### src/rtl/frame_port_arbiter_if.sv
// Bundle of requester handshakes and BRAM port signals shared by the frame buffer arbiter.
// The slave modport is the arbiter side; master is the requester/BRAM side.
interface frame_port_arbiter_if #(
    parameter int unsigned ADDR_W = 19
) ();
    logic              ld_req;
    logic [7:0]        ld_wdata;
    logic              ld_gnt;
    logic              vga_req;
    logic [15:0]       vga_h;
    logic [15:0]       vga_w;
    logic              vga_gnt;
    logic              vga_rvalid;
    logic              sob_req;
    logic              sob_we;
    logic [15:0]       sob_h;
    logic [15:0]       sob_w;
    logic [7:0]        sob_wdata;
    logic              sob_gnt;
    logic              sob_rvalid;
    logic [7:0]        rdata;
    logic [ADDR_W-1:0] bram_addr;
    logic              bram_we;
    logic [7:0]        bram_wdata;
    logic [7:0]        bram_rdata;
    logic              all_loaded;
    logic              oob_err;

    modport slave (
        input  ld_req, ld_wdata, vga_req, vga_h, vga_w, sob_req, sob_we, sob_h, sob_w,
               sob_wdata, bram_rdata,
        output ld_gnt, vga_gnt, vga_rvalid, sob_gnt, sob_rvalid, rdata, bram_addr, bram_we,
               bram_wdata, all_loaded, oob_err
    );

    modport master (
        output ld_req, ld_wdata, vga_req, vga_h, vga_w, sob_req, sob_we, sob_h, sob_w,
               sob_wdata, bram_rdata,
        input  ld_gnt, vga_gnt, vga_rvalid, sob_gnt, sob_rvalid, rdata, bram_addr, bram_we,
               bram_wdata, all_loaded, oob_err
    );
endinterface

### src/rtl/frame_port_arbiter.sv
// Single-port frame buffer arbiter: VGA > loader > Sobel (Sobel promoted when starved),
// linear address generation, load-complete tracking and a tagged read return path.
module frame_port_arbiter #(
    parameter int unsigned IMG_WIDTH  = 640,
    parameter int unsigned IMG_HEIGHT = 480,
    parameter int unsigned ADDR_W     = 19,
    parameter int unsigned RD_LAT     = 1,
    parameter int unsigned STARVE_MAX = 8
) (
    input logic                 clk,
    input logic                 reset,
    frame_port_arbiter_if.slave bus
);
    localparam int unsigned NPIX = IMG_WIDTH * IMG_HEIGHT;
    localparam int unsigned SW   = $clog2(STARVE_MAX + 1);
    localparam int unsigned TD   = RD_LAT + 1;

    typedef enum logic [1:0] {GntNone, GntVga, GntLd, GntSob} gnt_e;

    function automatic logic [ADDR_W-1:0] lin_addr(input logic [15:0] h, input logic [15:0] w);
        return ADDR_W'(32'(h) * IMG_WIDTH + 32'(w));
    endfunction

    function automatic logic coord_oob(input logic [15:0] h, input logic [15:0] w);
        return (32'(h) >= IMG_HEIGHT) || (32'(w) >= IMG_WIDTH);
    endfunction

    gnt_e              sel;
    logic              sob_elig, ld_elig, vga_oob, sob_oob;
    logic              rd_issue, rd_sob, rd_oob;
    logic [ADDR_W-1:0] ld_addr_q, ld_addr_d, bram_addr_q, bram_addr_d;
    logic              bram_we_q, bram_we_d;
    logic [7:0]        bram_wdata_q, bram_wdata_d;
    logic              all_loaded_q, all_loaded_d, oob_q, oob_d;
    logic [SW-1:0]     starve_q, starve_d;
    logic [TD-1:0]     tag_vld_q, tag_sob_q, tag_oob_q;

    always_comb begin
        sob_elig = all_loaded_q && bus.sob_req;
        ld_elig  = !all_loaded_q && bus.ld_req;
        vga_oob  = coord_oob(bus.vga_h, bus.vga_w);
        sob_oob  = coord_oob(bus.sob_h, bus.sob_w);
        sel      = GntNone;
        if (reset) begin
            sel = GntNone;
        end else if (bus.vga_req) begin
            sel = GntVga;
        end else if (sob_elig && starve_q == SW'(STARVE_MAX)) begin
            sel = GntSob;
        end else if (ld_elig) begin
            sel = GntLd;
        end else if (sob_elig) begin
            sel = GntSob;
        end
    end

    always_comb begin
        ld_addr_d    = ld_addr_q;
        all_loaded_d = all_loaded_q;
        oob_d        = oob_q;
        bram_addr_d  = bram_addr_q;
        bram_we_d    = 1'b0;
        bram_wdata_d = bram_wdata_q;
        rd_issue     = 1'b0;
        rd_sob       = 1'b0;
        rd_oob       = 1'b0;
        unique case (sel)
            GntVga: begin
                bram_addr_d = lin_addr(bus.vga_h, bus.vga_w);
                rd_issue    = 1'b1;
                rd_oob      = vga_oob;
                oob_d       = oob_q | vga_oob;
            end
            GntLd: begin
                bram_addr_d  = ld_addr_q;
                bram_we_d    = 1'b1;
                bram_wdata_d = bus.ld_wdata;
                ld_addr_d    = ld_addr_q + ADDR_W'(1);
                if (ld_addr_q == ADDR_W'(NPIX - 1)) all_loaded_d = 1'b1;
            end
            GntSob: begin
                bram_addr_d = lin_addr(bus.sob_h, bus.sob_w);
                oob_d       = oob_q | sob_oob;
                if (bus.sob_we) begin
                    // Out-of-range writes are granted but never reach the array.
                    bram_we_d    = !sob_oob;
                    bram_wdata_d = bus.sob_wdata;
                end else begin
                    rd_issue = 1'b1;
                    rd_sob   = 1'b1;
                    rd_oob   = sob_oob;
                end
            end
            default: ;
        endcase

        starve_d = starve_q;
        if (!all_loaded_q || !bus.sob_req || sel == GntSob) begin
            starve_d = '0;
        end else if (starve_q != SW'(STARVE_MAX)) begin
            starve_d = starve_q + SW'(1);
        end
    end

    always_ff @(posedge clk or posedge reset) begin
        if (reset) begin
            ld_addr_q    <= '0;
            bram_addr_q  <= '0;
            bram_we_q    <= 1'b0;
            bram_wdata_q <= '0;
            all_loaded_q <= 1'b0;
            oob_q        <= 1'b0;
            starve_q     <= '0;
            tag_vld_q    <= '0;
            tag_sob_q    <= '0;
            tag_oob_q    <= '0;
        end else begin
            ld_addr_q    <= ld_addr_d;
            bram_addr_q  <= bram_addr_d;
            bram_we_q    <= bram_we_d;
            bram_wdata_q <= bram_wdata_d;
            all_loaded_q <= all_loaded_d;
            oob_q        <= oob_d;
            starve_q     <= starve_d;
            // Tag enters stage 0 with the registered address; the last stage lines up with rdata.
            tag_vld_q    <= (tag_vld_q << 1) | TD'(rd_issue);
            tag_sob_q    <= (tag_sob_q << 1) | TD'(rd_sob);
            tag_oob_q    <= (tag_oob_q << 1) | TD'(rd_oob);
        end
    end

    assign bus.vga_gnt    = (sel == GntVga);
    assign bus.ld_gnt     = (sel == GntLd);
    assign bus.sob_gnt    = (sel == GntSob);
    assign bus.vga_rvalid = tag_vld_q[TD-1] && !tag_sob_q[TD-1];
    assign bus.sob_rvalid = tag_vld_q[TD-1] && tag_sob_q[TD-1];
    assign bus.rdata      = (tag_vld_q[TD-1] && !tag_oob_q[TD-1]) ? bus.bram_rdata : 8'h00;
    assign bus.bram_addr  = bram_addr_q;
    assign bus.bram_we    = bram_we_q;
    assign bus.bram_wdata = bram_wdata_q;
    assign bus.all_loaded = all_loaded_q;
    assign bus.oob_err    = oob_q;
endmodule

### src/flat_wrapper.sv
// flat-port wrapper written by rule: the top's interface ports become plain ports
module frame_port_arbiter_flat 
#(
    parameter int unsigned IMG_WIDTH  = 640,
    parameter int unsigned IMG_HEIGHT = 480,
    parameter int unsigned ADDR_W     = 19,
    parameter int unsigned RD_LAT     = 1,
    parameter int unsigned STARVE_MAX = 8
)
  (clk, reset, bus_ld_req, bus_ld_wdata, bus_vga_req, bus_vga_h, bus_vga_w, bus_sob_req, bus_sob_we, bus_sob_h, bus_sob_w, bus_sob_wdata, bus_bram_rdata, bus_ld_gnt, bus_vga_gnt, bus_vga_rvalid, bus_sob_gnt, bus_sob_rvalid, bus_rdata, bus_bram_addr, bus_bram_we, bus_bram_wdata, bus_all_loaded, bus_oob_err);
  frame_port_arbiter_if #(.ADDR_W(ADDR_W)) bus_i ();
  input logic clk;
  input logic reset;
  input wire logic [$bits(bus_i.ld_req)-1:0] bus_ld_req;
  input wire logic [$bits(bus_i.ld_wdata)-1:0] bus_ld_wdata;
  input wire logic [$bits(bus_i.vga_req)-1:0] bus_vga_req;
  input wire logic [$bits(bus_i.vga_h)-1:0] bus_vga_h;
  input wire logic [$bits(bus_i.vga_w)-1:0] bus_vga_w;
  input wire logic [$bits(bus_i.sob_req)-1:0] bus_sob_req;
  input wire logic [$bits(bus_i.sob_we)-1:0] bus_sob_we;
  input wire logic [$bits(bus_i.sob_h)-1:0] bus_sob_h;
  input wire logic [$bits(bus_i.sob_w)-1:0] bus_sob_w;
  input wire logic [$bits(bus_i.sob_wdata)-1:0] bus_sob_wdata;
  input wire logic [$bits(bus_i.bram_rdata)-1:0] bus_bram_rdata;
  output wire logic [$bits(bus_i.ld_gnt)-1:0] bus_ld_gnt;
  output wire logic [$bits(bus_i.vga_gnt)-1:0] bus_vga_gnt;
  output wire logic [$bits(bus_i.vga_rvalid)-1:0] bus_vga_rvalid;
  output wire logic [$bits(bus_i.sob_gnt)-1:0] bus_sob_gnt;
  output wire logic [$bits(bus_i.sob_rvalid)-1:0] bus_sob_rvalid;
  output wire logic [$bits(bus_i.rdata)-1:0] bus_rdata;
  output wire logic [$bits(bus_i.bram_addr)-1:0] bus_bram_addr;
  output wire logic [$bits(bus_i.bram_we)-1:0] bus_bram_we;
  output wire logic [$bits(bus_i.bram_wdata)-1:0] bus_bram_wdata;
  output wire logic [$bits(bus_i.all_loaded)-1:0] bus_all_loaded;
  output wire logic [$bits(bus_i.oob_err)-1:0] bus_oob_err;
  assign bus_i.ld_req = bus_ld_req;
  assign bus_i.ld_wdata = bus_ld_wdata;
  assign bus_i.vga_req = bus_vga_req;
  assign bus_i.vga_h = bus_vga_h;
  assign bus_i.vga_w = bus_vga_w;
  assign bus_i.sob_req = bus_sob_req;
  assign bus_i.sob_we = bus_sob_we;
  assign bus_i.sob_h = bus_sob_h;
  assign bus_i.sob_w = bus_sob_w;
  assign bus_i.sob_wdata = bus_sob_wdata;
  assign bus_i.bram_rdata = bus_bram_rdata;
  assign bus_ld_gnt = bus_i.ld_gnt;
  assign bus_vga_gnt = bus_i.vga_gnt;
  assign bus_vga_rvalid = bus_i.vga_rvalid;
  assign bus_sob_gnt = bus_i.sob_gnt;
  assign bus_sob_rvalid = bus_i.sob_rvalid;
  assign bus_rdata = bus_i.rdata;
  assign bus_bram_addr = bus_i.bram_addr;
  assign bus_bram_we = bus_i.bram_we;
  assign bus_bram_wdata = bus_i.bram_wdata;
  assign bus_all_loaded = bus_i.all_loaded;
  assign bus_oob_err = bus_i.oob_err;
  frame_port_arbiter #(.IMG_WIDTH(IMG_WIDTH), .IMG_HEIGHT(IMG_HEIGHT), .ADDR_W(ADDR_W), .RD_LAT(RD_LAT), .STARVE_MAX(STARVE_MAX)) u_core (.clk(clk), .reset(reset), .bus(bus_i));
endmodule
### config.mk
export PLATFORM = sky130hd
export DESIGN_NAME = frame_port_arbiter_flat
export DESIGN_NICKNAME = d
export VERILOG_FILES = /design/src/rtl/frame_port_arbiter_if.sv /design/src/rtl/frame_port_arbiter.sv /design/src/flat_wrapper.sv
export SDC_FILE = /design/constraint.sdc
export NUM_CORES = 1
export LEC_CHECK = 0
export BUFFER_PORTS_ARGS = -buffer_cell sky130_fd_sc_hd__buf_2
export CAP_MARGIN = 20
export CORE_UTILIZATION = 50
export CTS_CLUSTER_DIAMETER = 80
export CTS_CLUSTER_SIZE = 14
export DETAILED_ROUTE_END_ITERATION = 12
export PLACE_DENSITY = 0.9
export SLEW_MARGIN = 20
export SYNTH_ARGS = -nofsm -noshare
export SYNTH_HDL_FRONTEND = slang
export SYNTH_SLANG_ARGS = --single-unit
### constraint.sdc
create_clock -name clk -period 3 [get_ports clk]
set_input_delay 0.45 -clock clk [delete_from_list [all_inputs] [get_ports clk]]
set_output_delay 0.45 -clock clk [all_outputs]
set_load 0.1 [all_outputs]
== Yosys cells after proc, flatten, opt, wreduce, memory -nomap -nowiden ==
Cells that the tools add are included.

* Register bits: 59
* Output and inout bits: 43
* Word-level logic and storage cells: 72

* $add $sub $neg: 4
* Multiply operators: 2
* $lt $le $gt $ge: 4
* Equal/unequal tests: 7
* Muxes and demuxes: 19
* Bitwise logic cells: 5
* Reduce and logical (&&, ||, !) cells: 21

{| class="wikitable"
|+ Operators by type and width
! kind !! number
|-
| one-hot mux 19 bit (3 select lines) || 1
|-
| adder 19 x 16 -> 19 bit || 2
|-
| greater-or-equal comparator 16 x 10 -> 1 bit (second input constant) || 2
|-
| greater-or-equal comparator 16 x 9 -> 1 bit (second input constant) || 2
|-
| multiplier 16 x 3 -> 12 bit (second input constant) || 2
|-
| adder 19 x 1 -> 19 bit (second input constant) || 1
|-
| == test 19 bit (second input constant) || 1
|-
| 2-to-1 mux 8 bit || 2
|-
| one-hot mux 8 bit (2 select lines) || 1
|-
| 2-to-1 mux 2 bit || 5
|-
| 2-to-1 mux 4 bit || 2
|-
| one-hot mux 1 bit (2 select lines) || 4
|-
| logical AND 1 bit || 6
|-
| bitwise OR 2 x 1 -> 2 bit || 3
|-
| nonzero test 2 bit || 3
|-
| logical NOT 1 bit || 5
|-
| adder 4 x 1 -> 4 bit (second input constant) || 1
|-
| == test 2 bit (second input constant) || 2
|-
| == test 4 bit (second input constant) || 1
|-
| logical OR 1 bit || 4
|-
| 2-to-1 mux 1 bit || 4
|-
| inequality test 4 bit (second input constant) || 1
|-
| AND reduction 2 bit || 2
|-
| nonzero test 3 bit || 1
|-
| other kinds (3) || 4
|}

== Logic depth before layout (Yosys ltp) ==
Gate-level depths: netlist of run 1.

* Word-level depth: 9
* Depth in mapped cells: 14
* Mapped depth without buffers: 14

== Worst setup path before layout of run 1 ==
No wires, ideal clock.

* Kind: flip-flop to flip-flop
* From: register u_core.all_loaded_q (netlist: u_core.bus.all_loaded)
* To: register u_core.bram_addr_q[12] (netlist: u_core.bus.bram_addr[12])
* Arrival: 3.252 ns
* Slack: -0.331 ns
* Cell stages (with the launch flop): 8
* Buffers on the path: 1
* Period minus slack after synthesis: 3.331 ns
* Cells stage by stage: dfrtp_1 > nand2_2 > a211oi_2 > nand2_2 > inv_2 > clkbuf_1 > a222oi_1 > a21oi_1

* Word-level cells in the longest chain between the ends: 8
* Elaborated cells between the ends (all ways): 14
* Those cells by class: eq/ne (3); mux (6); reduce/logical (5)

{| class="wikitable"
|+ RTL lines
! item !! line !! RTL
|-
| start: declaration || frame_port_arbiter.sv:34 || <nowiki>logic all_loaded_q, all_loaded_d, oob_q, oob_d;</nowiki>
|-
| start signal: assignment || frame_port_arbiter.sv:122 || <nowiki>all_loaded_q <= all_loaded_d;</nowiki>
|-
| logical AND 1 bit or logical NOT 1 bit (tied branches) || frame_port_arbiter.sv:39, frame_port_arbiter.sv:40 ||
|-
| 2-to-1 mux 2 bit or logical AND 1 bit (tied branches) || frame_port_arbiter.sv:52, frame_port_arbiter.sv:40 ||
|-
| 2-to-1 mux 2 bit || frame_port_arbiter.sv:50 || <nowiki>end else if (ld_elig) begin</nowiki>
|-
| 2-to-1 mux 2 bit (*) || frame_port_arbiter.sv:48 || <nowiki>end else if (sob_elig && starve_q == SW'(STARVE_MAX)) begin</nowiki>
|-
| 2-to-1 mux 2 bit (*) || frame_port_arbiter.sv:46 || <nowiki>end else if (bus.vga_req) begin</nowiki>
|-
| 2-to-1 mux 2 bit (*) || frame_port_arbiter.sv:44 || <nowiki>if (reset) begin</nowiki>
|-
| == test 2 bit (*) || n/a ||
|-
| named net bus_ld_gnt || flat_wrapper.sv:25 || <nowiki>output wire logic [$bits(bus_i.ld_gnt)-1:0] bus_ld_gnt;</nowiki>
|-
| one-hot mux 19 bit (3 select lines) or nonzero test 3 bit (tied branches) || n/a ||
|-
| end signal: assignment || frame_port_arbiter.sv:119 || <nowiki>bram_addr_q <= bram_addr_d;</nowiki>
|-
| end: declaration || frame_port_arbiter.sv:31 || <nowiki>logic [ADDR_W-1:0] ld_addr_q, ld_addr_d, bram_addr_q, bram_addr_d;</nowiki>
|}

The timed path passes the listed nets; every way through them passes the cells marked *.
A chain may end at the register's enable or synchronous reset.

== Worst setup path after layout of run 1 ==
* From: input bus_sob_h[1]
* To: register u_core.bram_addr_q[16] (netlist: u_core.bus.bram_addr[16])

* Word-level cells in the longest chain between the ends: 3

{| class="wikitable"
|+ RTL lines
! item !! line !! RTL
|-
| start: declaration || flat_wrapper.sv:21 || <nowiki>input wire logic [$bits(bus_i.sob_h)-1:0] bus_sob_h;</nowiki>
|-
| multiplier 16 x 3 -> 12 bit || frame_port_arbiter.sv:21 || <nowiki>return ADDR_W'(32'(h) * IMG_WIDTH + 32'(w));</nowiki>
|-
| adder 19 x 16 -> 19 bit || frame_port_arbiter.sv:21 ||
|-
| one-hot mux 19 bit (3 select lines) || frame_port_arbiter.sv:67 || <nowiki>unique case (sel)</nowiki>
|}

No other way between the ends.

==> results of run 1 <==
==> placed cells by master, fill, tap and decap left out, types with 6 or more instances in the layout <==
master | synthesis | layout
nand3_1 | 8 | 8
nor3_1 | 8 | 8
and3_1 | 12 | 12
xnor2_1 | 36 | 35
buf_4 | 0 | 52
o21a_1 | 10 | 10
ha_1 | 54 | 50
nand4_1 | 9 | 9
a31oi_1 | 10 | 10
nand2_1 | 67 | 67
xor2_1 | 10 | 10
mux2i_1 | 9 | 9
nor2_1 | 29 | 29
inv_1 | 20 | 19
a21o_1 | 9 | 9
clkbuf_8 | 0 | 6
a211oi_1 | 9 | 8
a21oi_1 | 23 | 20
and2_1 | 9 | 9
buf_2 | 1 | 135
o21ai_0 | 35 | 31
dfrtp_1 | 55 | 55
==> path summary, 6_finish.rpt <==
path / end / slack, ns / start
setup reg to reg: u_core.bus.bram_addr[17] / 0.71 / u_core.bus.all_loaded
max in group asynchronous: u_core.bus.bram_addr[14] / 2.02 / reset
setup / recovery: u_core.bus.bram_addr[16] / 0.03 / bus_sob_h[1]
min in group clk: u_core.tag_sob_q[0] / 0.32 / bus_sob_we
hold / removal: u_core.ld_addr_q[15] / 0.14 / reset
hold reg to reg: u_core.tag_sob_q[1] / 0.36 / u_core.tag_sob_q[0]
==> layout make-up <==
| cell class | count | area [um2] | share of cell area |
|---|---|---|---|
| clock inverters | 1 | 8.76 | 0.00148 |
| inverters | 22 | 86.3 | 0.0146 |
| clock buffers | 7 | 86.3 | 0.0146 |
| multi-input cells | 422 | 3130 | 0.530 |
| flip-flops and latches | 55 | 1380 | 0.233 |
| well taps | 108 | 135 | 0.0229 |
| repair buffers | 188 | 1090 | 0.184 |
==> state kept, by name, indices dropped and copies added (netlist names) <==
name                   flops
u_core.bus.all_loaded      1
u_core.tag_oob_q           2
u_core.bus.oob_err         1
u_core.bus.bram_we         1
u_core.tag_sob_q           2
u_core.tag_vld_q           2
u_core.ld_addr_q          19
u_core.bus.bram_addr      19
u_core.bus.bram_wdata      8
==> what timing repair did <==
action                     in CTS  in global routing
pin swaps                       0                  8
buffers inserted                0                  2
gates resized for setup         2                 18
setup endpoints to repair       2                  5
==> metal layers <==
metal,part of all wire,vias up,global-route usage,wire length (um)
met5,0,-,0,0
met2,0.50,239,0.484,6540
met4,0.030,0,0.0804,397
met1,0.40,2180,0.321,5220
li1,-,2232,-,-
met3,0.068,40,0.0403,881
==> cell families after synthesis <==
kind of cell | share of synthesized area
AOI/OAI and AO/OA | 0.190
xor gates and xnor gates | 0.0889
adders and majority gates | 0.167
buffers and inverters | 0.0268
DFF | 0.304
muxes | 0.0199
and+or+nand+nor | 0.204
==> through the flow <==
step,util,cells
2_1_floorplan,-,509
3_3_place_gp,0.650,793
3_5_place_dp,0.650,793
4_1_cts,0.661,801
5_1_grt,0.674,803
6_report,0.674,803
==> power groups by stage <==
stage	combinational (mW)	sequential [mW]	clock, mW
finish	1.97	0.942	0.440
global route	2.10	0.958	0.460
CTS	1.89	0.941	0.442
detailed placement	1.88	0.955	0
global placement	1.82	0.947	0
floorplan	0.760	1.56	0
==> impl_metrics.tcl, run 1 <==
set metrics [dict create \
    crit_required_ns 3.21 \
    critPathBufInv 2 \
    yosys-top-cells-area "dfrtp_1 (30%), ha_1 (15%), xnor2_1 (7.0%)" \
    grt.total_usage 0.266 \
    synth-edff-count 0 \
    clock_power_share 0.131 \
    ios 137 \
    wire_per_inst_um 16.2 \
    die_h_um 97.2 \
    setup_slack_ns 0.0312 \
    finalSetupTns_ns 0 \
    netlist_top_cells_count "nand2_1 (67), dfrtp_1 (55), ha_1 (54)" \
    netSwitchingPower_mw 1.67 \
    synth-main-ff-cell "dfrtp_1" \
    grt_pass1_wl_um 20600 \
    cap_violations 0 \
    path_clk_slew_ns 0.10 \
    fin_crit_ns 2.97 \
    ys_seq_area_frac 0.304 \
    dpl_cell_area_um2 5700 \
    syn-cell-area_um2 4530 \
    pre_cts_ws_ns -0.357 \
    p_seq_frac 0.281 \
    whs_ns 0.142 \
    ys_ff_latch 55 \
    r2r.worst_path.cells 8 \
    wl_um 13000 \
    start_util 0.517 \
    finalHoldViolCount 0 \
    start_kind "input port" \
    crit_type "input port to flop" \
    cts_made_buffers 5 \
    maxSlewHeadroom 0.371 \
    combPwrFrac 0.588 \
    cp.arrival_ns 3.18 \
    synth.most_common_cell "nand2_1" \
    fin_crit_sh 0.990 \
    power.density_nw_per_um2 568 \
    clockBufferDepth 2 \
    final_layout_size_suffix_gt1_frac 0.327 \
    yosys_warnings 0 \
    drcViolationCount 0 \
    dp_hpwl_um 10300 \
    num_vias 4691 \
    synth_area_leader_cell "dfrtp_1" \
    synth.top_cell.area_share 0.304 \
    grt_pass1_vias 4495 \
    clock.fmax_mhz 337 \
    core_um2 8760 \
    setup_viol 0 \
    cts-htree-levels 2 \
    synth_fp_nets 661 \
    hold_buffers 0 \
    drt-pass1-iter-count 7 \
    yosysUniqueCellTypes 64 \
    switching_share 0.499 \
    antenna_left 0 \
    cts_tree "yes" \
    diodes 0 \
    area_growth_pct 30.4 \
    crit_family "adder cells" \
    num_rows 34 \
    crit_top_cell "ha_1" \
    status "finished, final reports clean" \
    overflow 0 \
    cp_num_cells 13 \
    critPathSlowestCell "fa_2" \
    place_congestion 0.891 \
    worstPathMaxFanout 4 \
    max_stage_delay_ns 0.54 \
    finalPower_mw 3.36 \
    grt_antenna_before_repair 0 \
    layout.nets 846 \
    postSynthAreaPerCell_um2 8.90 \
    fill_cells 664 \
    holdCritPathClass "input port to asynchronous set/reset pin" \
    crit_chain "buf_2, ha_1, ha_1, fa_2, ha_1, a21oi_1, o21ai_1, a31oi_1, buf_4, o21ai_2, xnor2_1, a21oi_1, o21a_1" \
    grt_start_max_net_pins 47 \
    clkLatencyLatePin_ns 0.31 \
    peakVddDrop_mv 0.237 \
    die-area_um2 9440 \
    clockRootBuffer "clkbuf_8" \
    die_w_um 97.2 \
    netlist_instances 509 \
    clock_sinks 55 \
    drv_slew 0 \
    async_reset_ff_frac 1.00 \
    viasPerCell 5.84 \
    worst_pin_slew_ns 0.938 \
    finalInstanceArea_um2 5910 \
    port_buffers 136 \
    leakage_nw 2.96 \
    final.setup_skew_ns 0.00524 \
    power.internal_mw 1.68 \
    drtIter0Drc 361 \
    end_kind "flop" \
]
Power figures use the tool's default switching activity.
==> run 2: changes to the inputs <==
- GPL_TIMING_DRIVEN: default -> 0
- RECOVER_POWER: default -> 50
==> impl_metrics.tcl, run 2 (synthesis results as in run 1) <==
set metrics [dict create \
    end_kind "flop" \
    clockBufferDepth 2 \
    die_w_um 97.2 \
    setup_slack_ns -0.0481 \
    drcViolationCount 0 \
    wl_um 13400 \
    overflow 0 \
    peakVddDrop_mv 0.262 \
    start_kind "input port" \
    finalHoldViolCount 0 \
    status "finished, violations left" \
    wire_per_inst_um 17.3 \
    clockRootBuffer "clkbuf_8" \
    mostFrequentLayoutCells "buf_2 (117), nand2_1 (67), dfrtp_1 (55)" \
    maxSlewHeadroom 0.00535 \
    worstPathMaxFanout 3 \
    worst_pin_slew_ns 1.49 \
    cts_tree "yes" \
    final_common_cell "buf_2" \
    pre_cts_ws_ns -0.413 \
    p_seq_frac 0.290 \
    num_vias 4678 \
    die-area_um2 9440 \
    finalInstanceArea_um2 5670 \
    violations "max-capacitance violations, negative setup slack" \
    dpl_cell_area_um2 5370 \
    clock.fmax_mhz 328 \
    combPwrFrac 0.582 \
    cp.arrival_ns 3.26 \
    area_growth_pct 25.3 \
    crit_type "input port to flop" \
    num_rows 34 \
    grt.total_usage 0.264 \
    diodes 0 \
    fin_util 0.647 \
    power.density_nw_per_um2 575 \
    final_layout_size_suffix_gt1_frac 0.268 \
    cts_made_buffers 5 \
    clkLatencyLatePin_ns 0.32 \
    dp_hpwl_um 9960 \
    setup_viol 1 \
    viasPerCell 6.06 \
    clock_power_share 0.128 \
    start_util 0.517 \
    layout.nets 815 \
    drt-pass1-iter-count 5 \
    fin_crit_sh 1.02 \
    layout.cells.non_filler 772 \
    drtIter0Drc 385 \
    antenna_left 0 \
    grt_start_max_net_pins 32 \
    core_um2 8760 \
    grt_pass1_vias 4346 \
    final.setup_skew_ns 0.0114 \
    path_clk_slew_ns 0.10 \
    drv_slew 0 \
    clock_sinks 55 \
    grt_antenna_before_repair 0 \
    fin_crit_ns 3.05 \
    leakage_nw 2.72 \
    port_buffers 136 \
    power.internal_mw 1.57 \
    ios 137 \
    grt_pass1_wl_um 20300 \
    place_congestion 0.882 \
    dp.cells 754 \
    cts-htree-levels 2 \
    netSwitchingPower_mw 1.70 \
    cap_violations 1 \
    switching_share 0.520 \
    crit_required_ns 3.22 \
    die_h_um 97.2 \
    holdCritPathClass "input port to flop" \
]
## run 2: cell count changes in the layout (fill, tap and decap cells not counted), sizes merged
| cell | before | now |
|---|---|---|
| buf | 188 | 130 |
| clkbuf | 7 | 33 |
| clkinvlp | 1 | 2 |
## run 2: cell type report
class | instances | area [um2]
clock buffer | 6 | 72.6
inverter | 22 | 86.3
fill | 709 | 3090
multi-input combinational | 422 | 3200
clock inverter | 2 | 12.5
tap | 108 | 135
sequential | 55 | 1380
timing repair buffer | 147 | 749
buffer | 10 | 40.0
## run 2: repair_timing
| item | CTS | global route |
|---|---|---|
| pin swaps | 0 | 20 |
| buffers inserted | 0 | 10 |
| resized for setup | 4 | 35 |
| endpoints found under the setup margin | 3 | 7 |
| hold buffers | 0 | 0 |
| endpoints found under the hold margin | 0 | 0 |
## run 2: worst max-delay path: stages
cell and delay, ns:
buf_2 0.12, ha_1 0.31, ha_1 0.33, a21o_1 0.19, a21oi_1 0.19, xnor2_1 0.09, ha_1 0.31, o21a_1 0.18
o31a_1 0.25, buf_6 0.14, nor4_4 0.04, buf_4 0.15, a2111oi_4 0.18, nor2_1 0.11, a32o_1 0.22
## run 2: stage by stage
step	power (mW)	hold WS [ns]	TNS [ns]
5_1_grt	3.41	0.320	-0.349
4_1_cts	3.11	0.301	0
2_1_floorplan	2.32	0.331	0
3_5_place_dp	2.70	0.336	-1.45
6_report	3.26	0.323	-0.0481
3_3_place_gp	2.65	0.334	-2.26
## run 2: power groups by stage
| stage | combinational, mW | clock (mW) | sequential [mW] |
|---|---|---|---|
| 2_1_floorplan | 0.760 | 0 | 1.56 |
| 3_3_place_gp | 1.70 | 0 | 0.952 |
| 3_5_place_dp | 1.75 | 0 | 0.956 |
| 4_1_cts | 1.76 | 0.412 | 0.941 |
| 5_1_grt | 2.01 | 0.442 | 0.962 |
| 6_report | 1.90 | 0.418 | 0.946 |
## run 2: worst paths after layout
kind                                            start                        to  slack (ns)  cells after the start
worst max-delay path                     bus_vga_h[2]  u_core.bus.bram_addr[17]       -0.05                     15
worst min-delay path                       bus_sob_we       u_core.tag_sob_q[0]        0.32                      2
worst max register to register  u_core.bus.all_loaded      u_core.ld_addr_q[17]        0.47                     10
worst min register to register    u_core.tag_sob_q[0]       u_core.tag_sob_q[1]        0.36                      0
max in group asynchronous                       reset  u_core.bus.bram_addr[14]        0.87                      3
min in group asynchronous                       reset   u_core.bus.bram_addr[3]        0.36                      2
## run 2: metal layers
layer / wire length, um / part of all wire / GRT usage / vias to the layer above
li1: - / - / - / 2161
met2: 6580 / 0.49 / 0.462 / 263
met4: 447 / 0.033 / 0.0850 / 0
met1: 5280 / 0.40 / 0.332 / 2206
met3: 1060 / 0.079 / 0.0417 / 48
met5: 0 / 0 / 0 / -
